$ cat config.mk
export PLATFORM = sky130hd
export DESIGN_NAME = preg_freelist
export DESIGN_NICKNAME = d
export VERILOG_FILES = /design/src/rtl/common_pkg.sv /design/src/rtl/renaming_pkg.sv /design/src/rtl/preg_freelist_prefix_count.sv /design/src/rtl/preg_freelist.sv
export SDC_FILE = /design/constraint.sdc
export NUM_CORES = 1
export LEC_CHECK = 0
export CORE_UTILIZATION = 36
export DETAILED_ROUTE_END_ITERATION = 16
export GPL_ROUTABILITY_DRIVEN = 0
export PLACE_DENSITY = 0.51
export REMOVE_ABC_BUFFERS = 1
export SETUP_SLACK_MARGIN = 0.05
export SLEW_MARGIN = 10
export SYNTH_ARGS = -nofsm -noshare
export SYNTH_HDL_FRONTEND = slang
export SYNTH_SLANG_ARGS = --single-unit
$ cat constraint.sdc
create_clock -name clk -period 2.98 [get_ports clk]
set_input_delay 0.447 -clock clk [delete_from_list [all_inputs] [get_ports clk]]
set_output_delay 0.447 -clock clk [all_outputs]
set_load 0.01 [all_outputs]
$ cat src/rtl/common_pkg.sv
// Machine-wide width constants shared across the pipeline.
package common;
    localparam int MACHINE_WIDTH = 2;
    localparam int ISSUE_WIDTH   = 2;
endpackage

$ cat src/rtl/renaming_pkg.sv
// Rename-stage types and sizing shared by the free list and its users.
package renaming_pkg;
    localparam int DEF_PREG_NUM = 64;
    localparam int DEF_AREG_NUM = 32;
    localparam int PREG_ADDR_W  = $clog2(DEF_PREG_NUM);
    localparam int DEPTH        = DEF_PREG_NUM - DEF_AREG_NUM;
    localparam int PTR_W        = $clog2(DEPTH) + 1;

    typedef logic [PREG_ADDR_W-1:0] preg_addr_t;
    // MSB of a free-list pointer is the wrap bit.
    typedef logic [PTR_W-1:0]       fl_ptr_t;

    // Width needed to hold a population count of n bits.
    function automatic int cnt_w(input int n);
        return $clog2(n + 1);
    endfunction
endpackage

$ cat src/rtl/preg_freelist_prefix_count.sv
// Exclusive prefix popcount: prefix slot i holds popcount(bits[i-1:0]).
module prefix_count
    import renaming_pkg::*;
#(
    parameter int N  = 2,
    parameter int CW = cnt_w(N)
) (
    input  logic [N-1:0]    bits,
    output logic [N*CW-1:0] prefix,
    output logic [CW-1:0]   total
);
    logic [CW-1:0] acc;

    always_comb begin
        acc    = '0;
        prefix = '0;
        for (int i = 0; i < N; i++) begin
            prefix[i*CW +: CW] = acc;
            acc = acc + CW'(bits[i]);
        end
        total = acc;
    end
endmodule

$ cat src/rtl/preg_freelist.sv
// Circular physical-register free list with speculative/architectural heads
// so a flush restores the list in a single cycle.
module preg_freelist
    import renaming_pkg::*;
#(
    parameter int PREG_NUM   = DEF_PREG_NUM,
    parameter int AREG_NUM   = DEF_AREG_NUM,
    parameter int ALLOC_W    = common::MACHINE_WIDTH,
    parameter int RETIRE_W   = common::ISSUE_WIDTH,
    localparam int PREG_W    = $clog2(PREG_NUM)
) (
    input  logic                       clk,
    input  logic                       resetn,
    input  logic [ALLOC_W-1:0]         alloc_req,
    output logic                       alloc_ready,
    output logic [ALLOC_W*PREG_W-1:0]  alloc_preg,
    input  logic [RETIRE_W-1:0]        retire_valid,
    input  logic [RETIRE_W*PREG_W-1:0] retire_old_preg,
    input  logic                       flush,
    output logic [PREG_W:0]            free_count
);
    localparam int FL_DEPTH = PREG_NUM - AREG_NUM;
    localparam int IDX_W    = $clog2(FL_DEPTH);
    localparam int FL_PTR_W = IDX_W + 1;
    localparam int ACW      = cnt_w(ALLOC_W);
    localparam int RCW      = cnt_w(RETIRE_W);
    localparam logic [PREG_W:0] DEPTH_C   = (PREG_W+1)'(FL_DEPTH);
    localparam logic [PREG_W:0] ALLOC_W_C = (PREG_W+1)'(ALLOC_W);

    logic [PREG_W-1:0]      entries [FL_DEPTH];
    logic [FL_PTR_W-1:0]    spec_head;
    logic [FL_PTR_W-1:0]    arch_head;
    logic [FL_PTR_W-1:0]    tail;
    logic [FL_PTR_W-1:0]    occupancy;
    logic [ALLOC_W*ACW-1:0] alloc_pre;
    logic [ACW-1:0]         alloc_tot;
    logic [RETIRE_W*RCW-1:0] retire_pre;
    logic [RCW-1:0]         retire_tot;
    logic [IDX_W-1:0]       rd_idx [ALLOC_W];
    logic [IDX_W-1:0]       wr_idx [RETIRE_W];
    logic                   fire;

    prefix_count #(.N(ALLOC_W)) u_alloc_cnt (
        .bits   (alloc_req),
        .prefix (alloc_pre),
        .total  (alloc_tot)
    );

    prefix_count #(.N(RETIRE_W)) u_retire_cnt (
        .bits   (retire_valid),
        .prefix (retire_pre),
        .total  (retire_tot)
    );

    assign occupancy   = tail - spec_head;
    assign free_count  = (PREG_W+1)'(occupancy);
    assign alloc_ready = (free_count >= ALLOC_W_C);
    assign fire        = alloc_ready & (|alloc_req) & ~flush;

    // Grants read pre-edge storage, so same-cycle retire writes are never seen.
    always_comb begin
        alloc_preg = '0;
        for (int i = 0; i < ALLOC_W; i++) begin
            rd_idx[i] = IDX_W'(spec_head + FL_PTR_W'(alloc_pre[i*ACW +: ACW]));
            alloc_preg[i*PREG_W +: PREG_W] = entries[rd_idx[i]];
        end
        for (int j = 0; j < RETIRE_W; j++) begin
            wr_idx[j] = IDX_W'(tail + FL_PTR_W'(retire_pre[j*RCW +: RCW]));
        end
    end

    always_ff @(posedge clk or negedge resetn) begin
        if (!resetn) begin
            for (int k = 0; k < FL_DEPTH; k++) begin
                entries[k] <= PREG_W'(AREG_NUM + k);
            end
            spec_head <= '0;
            arch_head <= '0;
            tail      <= FL_PTR_W'(FL_DEPTH);
        end else begin
            for (int j = 0; j < RETIRE_W; j++) begin
                if (retire_valid[j]) begin
                    entries[wr_idx[j]] <= retire_old_preg[j*PREG_W +: PREG_W];
                end
            end
            tail      <= tail + FL_PTR_W'(retire_tot);
            arch_head <= arch_head + FL_PTR_W'(retire_tot);
            // Restore targets the post-retire architectural head.
            if (flush) begin
                spec_head <= arch_head + FL_PTR_W'(retire_tot);
            end else if (fire) begin
                spec_head <= spec_head + FL_PTR_W'(alloc_tot);
            end
        end
    end

    a_no_overflow: assert property (@(posedge clk) disable iff (!resetn)
        free_count <= DEPTH_C);
endmodule
==> metrics <==
clock buffer depth=3; syn_area_per_cell=11.73 um2; PwrDens=1322 nW/um2; register bit total from synthesis=210; post-route ant nets=0; Final Skew=0.02437 ns; Max Slew Vio Count=0; number of distinct library cells after synthesis=56; dpl ws=-0.9749 ns; row count=71; share of layout cells above drive strength 1=45.91%; Setup Total Neg Slack=-6.982 ns; Syn Inst Count=1,191; Antenna Cells=0; critical path, cell by cell=ha_4 -> buf_6 -> buf_12 -> mux4_2 -> mux4_2 -> mux2_4 -> buf_6; top cell family by delay on the critical path=multiplexers; Largest stage delay, worst path=0.53 ns; minimum clock period=3.581 ns; LEAKAGE=6.947 nW; Worst setup SP type=flip-flop; Setup crit end kind=primary output; GRT Overall Usage=25.80%; Max Cap Viol=0; Vias=10,620; Initial Utilization=36.83%; worst vdd ir=0.5063 mV; Slew @ Worst Pin=0.9289 ns; Die Y=199.0 um; Layout Cells excl Fill=1,842; status=finished with violations; core area=37,930 um2; failing checks=negative setup slack; vias in the first global route=10,710; Max FO, Critical Path=8; final hold violation count=0; sequential area share after synthesis=38.63%; first-pass GRT wire length=73,630 um; CTS clk-pin slew, worst paths=0.06 ns; HPWL after DPL=35,860 um; # clock sinks=210; I/O pins=39; Synth-to-Final Area Change=22.13%; number of enable flip-flop cells after synthesis=0; router iterations before antenna repair=8; final net count=1,349; Post-Syn Area=13,970 um2; Iteration-0 DRC Markers=928; GRT overflow=0; slew margin rel.=37.88%; fillcell total=3,482; asr flop ratio synth=100.0%; antenna violations before repair=0; final worst slack=-0.6006 ns; RSZ-0062 raised after global routing=true; CTS tree=done; CP Buf/Inv Count=3; Vias/cell=5.764; average wire per standard cell=26.90 um; WP data arrival=3.13 ns; latest clock arrival within the worst-skew pair=0.56 ns; total CTS buffers=26; Placed Cells=1,765; Critical Path RT=2.53 ns; die area=39,600 um2; PortBufs=37; Ys Warns=0; DRC Markers=0; Setup CP Type=flip-flop to primary output; fmax=0.2793 GHz; Total Wirelength=49,550 um; final setup fails=17; slowest CP cell=mux4_2; H-tree levels=1; type of the worst min-delay path=primary input to async pin; final cycle utilization of the critical path=120.2%; die width=199.0 um; CTS root buf=clkbuf_16; Top FF cell, synth=dfstp_2; largest net degree at the start of global routing=58
[cell usage in the layout (no fill, tap or decap), types with 8 or more instances in the layout]
master / n
ha_1: 13
nand2_1: 103
mux2i_1: 121
nor2_1: 108
inv_1: 14
a21oi_1: 80
buf_12: 10
mux2_2: 144
dfstp_2: 113
clkdlybuf4s50_1: 24
buf_4: 129
o21ai_0: 49
buf_6: 14
dfrtp_1: 95
xnor2_1: 8
mux4_2: 120
clkbuf_16: 29
nand3_1: 17
[path summary, 6_finish.rpt]
| path | startpoint | endpoint | slack (ns) | cells after the start |
|---|---|---|---|---|
| max in group asynchronous | resetn | entries[65] | 1.76 | 3 |
| hold reg to reg | arch_head[5] | arch_head[5] | 0.49 | 1 |
| setup / recovery | spec_head[0] | alloc_preg[11] | -0.60 | 7 |
| hold / removal | resetn | entries[162] | 0.44 | 2 |
| min in group clk | arch_head[5] | arch_head[5] | 0.49 | 1 |
| setup reg to reg | spec_head[0] | spec_head[2] | -0.07 | 11 |
[per-layer routing]
layer  vias up  track usage (%)  share of wire [%]  routed length [um]
met5         -                0                  0                   0
met4         0            6.610                2.5                1218
met3        72            4.612                8.2                4054
met2       476            39.90                 45               22100
met1      5434            37.17                 45               22180
li1       4636                -                  -                   -
[cell type report]
type	instances	area, um2	share of cell area, %
Clock buffer	40	784.5	4.598
Clock inverter	8	150.1	0.8800
Inverter	19	71.32	0.4180
Multi-Input combinational cell	861	8174	47.91
Sequential cell	210	5401	31.66
Tap cell	511	639.4	3.747
Timing Repair Buffer	193	1841	10.79
[stage by stage]
step / area [um2] / hold slack (ns) / power [mW] / util (%)
after global placement: 15650 / 0.4613 / 17.80 / 41.25
final: 17060 / 0.4398 / 22.56 / 44.98
after floorplan: 13550 / 0.1514 / 13.17 / -
after CTS: 16950 / 0.4466 / 22.32 / 44.69
after detailed placement: 15650 / 0.4563 / 18.01 / 41.25
after global routing: 17060 / 0.4855 / 23.66 / 44.98
[repair_timing]
| action | CTS | global route |
|---|---|---|
| hold endpoints to repair | 28 | 0 |
| resized for setup | 66 | 9 |
| buffers inserted | 14 | 8 |
| hold buffers | 1 | 0 |
| gates cloned | 5 | 3 |
| pin swaps | 4 | 1 |
| endpoints found under the setup margin | 17 | 24 |
[synth_stat cells (3+ instances only)]
master,n,area [um2]
mux2_2,150,1689
mux2i_1,121,1211
mux4_2,120,2703
dfstp_2,113,2969
nor2_1,108,405.4
nand2_1,103,386.6
dfrtp_1,97,2427
a21oi_1,81,405.4
clkbuf_1,72,270.3
o21ai_0,49,245.2
nand3_1,17,85.08
ha_1,15,187.7
inv_1,15,56.30
buf_2,14,70.07
buf_1,10,37.54
xnor2_1,9,78.83
nor3b_1,7,52.55
xor2_1,7,61.31
nor3_1,6,30.03
buf_4,5,37.54
nand2b_1,5,31.28
nor2b_1,5,31.28
or3_1,5,31.28
fa_1,4,80.08
nand3b_1,4,30.03
nor2_2,4,25.02
and3_1,3,18.77
inv_2,3,11.26
nand4_1,3,18.77
[sequential cells by signal (all words and copies together), names as in the netlist]
| name | flops |
|---|---|
| arch_head | 6 |
| entries | 192 |
| spec_head | 6 |
| tail | 6 |
[power by group]
| part | switching, mW | total (mW) | internal [mW] |
|---|---|---|---|
| registers | 1.83 | 6.65 | 4.83 |
| clock network | 1.30 | 3.45 | 2.15 |
| logic | 5.32 | 12.5 | 7.13 |
[cell families after synthesis]
logic type	count (synthesis)	share of synthesized area, %
other cells	1	0.02684
flops	210	38.63
fa+ha+maj	19	1.917
buf+inv	120	3.484
compound gates	152	5.992
mux	391	40.11
xor+xnor	16	1.003
simple gates	282	8.840
Power figures use the tool's default switching activity.
==> patch 1: new RTL, same settings <==
The package constant `ISSUE_WIDTH` goes from 2 to 1.
--- a/src/rtl/common_pkg.sv
+++ b/src/rtl/common_pkg.sv
@@ -1,6 +1,6 @@
 // Machine-wide width constants shared across the pipeline.
 package common;
     localparam int MACHINE_WIDTH = 2;
-    localparam int ISSUE_WIDTH   = 2;
+    localparam int ISSUE_WIDTH   = 1;
 endpackage
 
Interface: changed (resized retire_old_preg and retire_valid); port bits go from 39 to 32. The function was not compared with the original's and may differ.
==> patch 1 against the unedited design <==
- the run still ends with negative setup slack left
- die area is 17% lower
- largest power group unchanged
- area after synthesis fell by 17%
- total power shrank 14%
- via count is 31% lower
- synthesized cell count decreased by 38%
- highest routed layer is now met5
- worst setup slack got worse by 0.022 ns
- cell area decreased by 15%
- worst hold slack better by 0.052 ns
- first-iteration DRC count shrank 59%
- core utilization rose by 0.93 points
- wire length fell by 33%
- sequential cell count unchanged
==> patch 1: results (changes against the unedited design) <==
stage	metric	value	unit	change
power_and_ir_drop	Net Sw Frac	34.0	%	was 37.4%
clock_network	cts-stage hold buffer count	1		unchanged
timing	Worst Skew	0.00882	ns	was 0.0244 ns
drt	Initial DRT Pass Iterations	5		was 8
global_routing	global-route wire length before repair	50.9	mm	was 73.6 mm
clock_network	Setup Buffers After CTS	30		was 14
logic_synthesis	largest cells by area after synthesis	dfstp_2, mux4_2, dfrtp_1		unchanged
clock_network	CTS clock-pin slew for the worst setup and hold paths	0.05	ns	
logic_synthesis	async set or reset register ratio after synthesis	100	%	unchanged
clock_network	H-tree depth	1		unchanged
status	status	finished with violations		unchanged
power_and_ir_drop	Leak	5.95	nW	was 6.95 nW
clock_network	CTS Root Cell	clkbuf_16		unchanged
final_layout	Largest Register	entries		unchanged
drt	initial drt markers	382		was 928
logic_synthesis	syn avg cell area	15.5	sq um	was 11.7 sq um
status	failing checks	negative setup slack		unchanged
setup_path	crit-path max FO	6		was 8
clock_network	Clock Latency Late Sink	0.55	ns	
place	IO Port Bufs	30		was 37
drt	routed len/inst	25.9	um	was 26.9 um
logic_synthesis	Synth top cells by count	mux2_2, mux4_2, dfstp_2		was mux2_2, mux2i_1, mux4_2
worst_hold_path	Hold Path Class	in2async		unchanged
global_routing	GRT Total Usage	20.8	%	was 25.8%
logic_synthesis	register area share after synthesis	46.7	%	was 38.6%
clock_network	deepest clock path buffer count	3		unchanged
clock_network	Resized Gates After CTS	138		was 66
setup_path	CP arrival	3.16	ns	was 3.13 ns
final_layout	layout cells sized above 1	72.9	%	was 45.9%
timing	Final setup viols	21		was 17
place	Placed Cells	1192		was 1765
logic_synthesis	post-synthesis cell type count	50		was 56
global_routing	vias in the first global route	7987		was 10700
final_layout	max reg flops	192		unchanged
clock_network	total CTS buffers	25		was 26
place	HPWL Detailed	21.6	mm	was 35.9 mm
logic_synthesis	Synth Warn #	0		unchanged
timing	worst setup margin	-0.623	ns	was -0.601 ns
drt	vias per cell	5.70		was 5.76
final_layout	ANT cells	0		unchanged
global_routing	largest net degree at the start of global routing	71		was 58
drt	final WL	33.3	mm	was 49.5 mm
final_layout	Final #Nets	890		was 1349
power_and_ir_drop	Max rail drop VDD	0.000950	V	was 0.000506 V
global_routing	initial antenna violation count	1		was 0
timing	worst slew pin tran	0.625	ns	was 0.929 ns
[patch 1: cell count changes after synthesis, sizes merged, moves of 34 or more]
cell / unedited run / this run
mux2i: 121 / 1
mux2: 150 / 198
clkbuf: 72 / 38
nor2: 112 / 24
a21oi: 81 / 2
o21ai: 50 / 1
nand2: 103 / 44
[patch 1: worst paths after layout]
kind	slack (ns)	from	depth (start not counted)	to
min in group clk	0.50	arch_head[5]$_DFF_PN0_	1	arch_head[5]$_DFF_PN0_
min	0.49	resetn	2	entries[122]$_DFFE_PN0P_
min reg2reg	0.50	arch_head[5]$_DFF_PN0_	1	arch_head[5]$_DFF_PN0_
max	-0.62	spec_head[0]$_DFFE_PN0P_	8	alloc_preg[11]
max reg2reg	-0.35	spec_head[0]$_DFFE_PN0P_	15	spec_head[2]$_DFFE_PN0P_
max in group asynchronous	1.54	resetn	3	entries[158]$_DFFE_PN1P_
[patch 1: logic make-up after synthesis]
logic type | Yosys count | synth area share (%)
DFF | 210 | 46.7
adders and majority gates | 14 | 1.65
muxes | 319 | 42.8
buffers and inverters | 64 | 2.28
and+or+nand+nor | 102 | 4.08
other | 1 | 0.0324
xor gates and xnor gates | 15 | 1.14
AOI/OAI and AO/OA | 19 | 1.36
[patch 1: per-layer routing]
metal / vias to the layer above / GRT usage, % / routed length [um]
li1: 3122 / - / -
met1: 3927 / 28.9 / 14800
met2: 202 / 33.1 / 15900
met3: 68 / 3.57 / 1510
met4: 2 / 6.98 / 1090
met5: - / 0 / 11
[patch 1: power by group through the flow]
stage	sequential [W]	clock, W	combinational, W
2_1_floorplan	0.00541	0	0.00556
3_3_place_gp	0.00546	0	0.00876
3_5_place_dp	0.00552	0	0.00891
4_1_cts	0.00549	0.00326	0.0103
5_1_grt	0.00569	0.00337	0.0113
6_report	0.00549	0.00318	0.0107
[patch 1: worst max-delay path, cell delays in order (launching register included)]
cell	delay (ns)
dfrtp_4	0.49
ha_4	0.34
buf_6	0.14
buf_12	0.13
buf_12	0.10
mux4_2	0.48
mux4_2	0.51
mux2_4	0.30
buf_6	0.13
[patch 1: per-stage QoR]
step | cell area (sq um) | hold slack [ns] | setup TNS (ns) | worst slack, ns | power, W
after global placement | 12800 | 0.471 | -7.08 | -0.904 | 0.0142
after floorplan | 11300 | 0.151 | -33.29 | -2.79 | 0.0110
after global routing | 14500 | 0.527 | -9.88 | -0.668 | 0.0203
after detailed placement | 12800 | 0.500 | -7.36 | -0.899 | 0.0144
final | 14500 | 0.492 | -8.36 | -0.623 | 0.0193
after CTS | 14300 | 0.512 | -5.90 | -0.661 | 0.0190
[patch 1: layout make-up]
class / count / area, sq um
clock inverter: 11 / 151
timing repair buffer: 145 / 1550
tap: 402 / 503
inverter: 12 / 45.0
multi-input combinational: 470 / 6120
clock buffer: 35 / 713
sequential: 210 / 5400
fill: 2748 / 17100
==> patch 2: new RTL, same settings <==
Without the edit above. Put a register stage on the output `free_count`. The value now appears one clock later. The other outputs are not delayed to match.
--- a/src/rtl/preg_freelist.sv
+++ b/src/rtl/preg_freelist.sv
@@ -27,6 +27,8 @@
     localparam logic [PREG_W:0] DEPTH_C   = (PREG_W+1)'(FL_DEPTH);
     localparam logic [PREG_W:0] ALLOC_W_C = (PREG_W+1)'(ALLOC_W);
 
+    logic [PREG_W:0] free_count_d;
+
     logic [PREG_W-1:0]      entries [FL_DEPTH];
     logic [FL_PTR_W-1:0]    spec_head;
     logic [FL_PTR_W-1:0]    arch_head;
@@ -53,8 +55,8 @@
     );
 
     assign occupancy   = tail - spec_head;
-    assign free_count  = (PREG_W+1)'(occupancy);
-    assign alloc_ready = (free_count >= ALLOC_W_C);
+    assign free_count_d = (PREG_W+1)'(occupancy);
+    assign alloc_ready = (free_count_d >= ALLOC_W_C);
     assign fire        = alloc_ready & (|alloc_req) & ~flush;
 
     // Grants read pre-edge storage, so same-cycle retire writes are never seen.
@@ -95,5 +97,9 @@
     end
 
     a_no_overflow: assert property (@(posedge clk) disable iff (!resetn)
-        free_count <= DEPTH_C);
+        free_count_d <= DEPTH_C);
+    always_ff @(posedge clk) begin
+        free_count <= free_count_d;
+    end
+
 endmodule
Behaviour: not the same (a bounded check fails within 4 cycles, from zero or initial values and one cycle with resetn low).
==> patch 2 against the unedited design <==
- the run still ends with negative setup slack left
- area after synthesis grew 0.86%
- register-to-register slack got worse by 0.04 ns
- wire length fell by 5.5%
- worst setup slack lost 0.019 ns
- via count is 1.5% lower
- total power rose by 0.40%
- sequential cell count grew 6
- core utilization down 0.12 points
- cell area up 1.6%
- critical path type unchanged
==> patch 2: results (changes against the unedited design) <==
stage	metric	value	unit	change
status	status	finished with violations		unchanged
global_routing	global-route wire length before repair	70.3	mm	was 73.6 mm
clock_network	deepest clock path buffer count	3		unchanged
setup_path	r2r worst-path depth	14		was 11
final_layout	Largest Register	entries		unchanged
timing	Hold Fails Final Rpt	0		unchanged
place	HPWL Detailed	33.0	mm	was 35.9 mm
logic_synthesis	register area share after synthesis	39.2	%	was 38.6%
final_layout	layout cells sized above 1	47.0	%	was 45.9%
final_layout	fillers	3517		was 3482
worst_hold_path	Hold Path Class	in2reg		was in2async
power_and_ir_drop	Max rail drop VDD	0.000645	V	was 0.000506 V
setup_path	crit-path max FO	4		was 8
timing	Rel. slew slack	24.8	%	was 37.9%
drt	Initial DRT Pass Iterations	5		was 8
drt	initial drt markers	783		was 928
logic_synthesis	Synth Warn #	0		unchanged
final_layout	max reg flops	192		unchanged
clock_network	total CTS buffers	27		was 26
final_layout	ANT cells	0		unchanged
timing	Slew Limit Fails	0		unchanged
setup_path	CP arrival	3.15	ns	was 3.13 ns
timing	worst setup margin	-0.620	ns	was -0.601 ns
global_routing	GRT Total Usage	24.2	%	was 25.8%
timing	Worst Skew	0.00924	ns	was 0.0244 ns
drt	routed len/inst	25.4	um	was 26.9 um
clock_network	CTS clock-pin slew for the worst setup and hold paths	0.06	ns	about the same
logic_synthesis	async set or reset register ratio after synthesis	97.2	%	was 100%
power_and_ir_drop	Leak	6.99	nW	was 6.95 nW
global_routing	vias in the first global route	10400		was 10700
timing	Final setup viols	15		was 17
global_routing	largest net degree at the start of global routing	66		was 58
drt	vias per cell	5.67		was 5.76
logic_synthesis	largest cells by area after synthesis	dfstp_2, mux4_2, dfrtp_1		unchanged
final_layout	Final #Nets	1345		was 1349
status	failing checks	negative setup slack		unchanged
logic_synthesis	post-synthesis cell type count	57		was 56
clock_network	Clock Latency Late Sink	0.53	ns	was 0.56 ns
final_layout	FF/Latch Area	0.00552	sq mm	was 0.00540 sq mm
place	placed inst area	0.0157	sq mm	was 0.0156 sq mm
place	IO Port Bufs	37		unchanged
global_routing	initial antenna violation count	1		was 0
patch 2: power breakdown:
| group | internal, W | switching (W) | leakage [nW] |
|---|---|---|---|
| logic | 0.00747 | 0.00545 | 4.17 |
| registers | 0.00496 | 0.00163 | 2.41 |
| clock network | 0.00184 | 0.00130 | 0.410 |
| total | 0.0143 | 0.00838 | 6.99 |
patch 2: timing repair:
action                                  in CTS  in global routing
pin swaps                                   14                 11
gates cloned                                10                  1
endpoints found under the hold margin       26                  0
hold buffers                                 1                  0
endpoints found under the setup margin      13                 17
gates resized for setup                    135                  8
buffers inserted                            21                  3
patch 2: final cells by class:
type                    instances  area share (%)
clock buffers                  43            4.65
multi-input cells             861            47.8
well taps                     518            3.74
repair buffers                182            11.3
clock inverters                 6           0.224
flip-flops and latches        216            31.8
inverters                      19           0.426
patch 2: through the flow:
stage / cells / setup WS, ns / setup TNS (ns) / hold slack (ns)
after detailed placement: 1762 / -1.04 / -7.82 / 0.488
final: 1845 / -0.620 / -6.13 / 0.487
after CTS: 1842 / -0.618 / -5.25 / 0.501
after global placement: 1762 / -0.985 / -7.48 / 0.472
after floorplan: 1096 / -2.76 / -30.48 / 0.151
after global routing: 1845 / -0.632 / -6.70 / 0.511
patch 2: worst paths after layout:
check                      slack (ns)                  endpoint                     start
setup / recovery                -0.62            alloc_preg[11]  spec_head[0]$_DFFE_PN0P_
hold / removal                   0.49    entries[176]$_DFF_PN0_        retire_old_preg[8]
hold reg to reg                  0.49    arch_head[5]$_DFF_PN0_    arch_head[5]$_DFF_PN0_
setup reg to reg                -0.11  spec_head[2]$_DFFE_PN0P_  spec_head[0]$_DFFE_PN0P_
max in group asynchronous        1.66    entries[175]$_DFF_PN1_                    resetn
min in group asynchronous        0.50     entries[18]$_DFF_PN0_                    resetn
patch 2: routing by layer:
layer / GRT usage, % / share of wire, % / vias to the layer above
met5: 0 / 0.028 / -
met1: 34.6 / 44 / 5376
li1: - / - / 4647
met2: 37.8 / 45 / 381
met3: 4.54 / 7.8 / 58
met4: 5.68 / 2.2 / 2
patch 2: cell families after synthesis:
kind of cell	share of synthesized area [%]
buf+inv	3.45
flops	39.2
simple gates	8.76
mux	39.8
xor+xnor	0.995
other cells	0.0266
fa+ha+maj	1.90
compound gates	5.94
patch 2: worst max-delay path, cell delays in order (launching register included):
cell and delay, ns:
dfrtp_4 0.51, ha_4 0.32, buf_6 0.14, buf_16 0.12, buf_12 0.11, mux4_2 0.49
mux4_2 0.49, mux2_4 0.31, buf_6 0.13
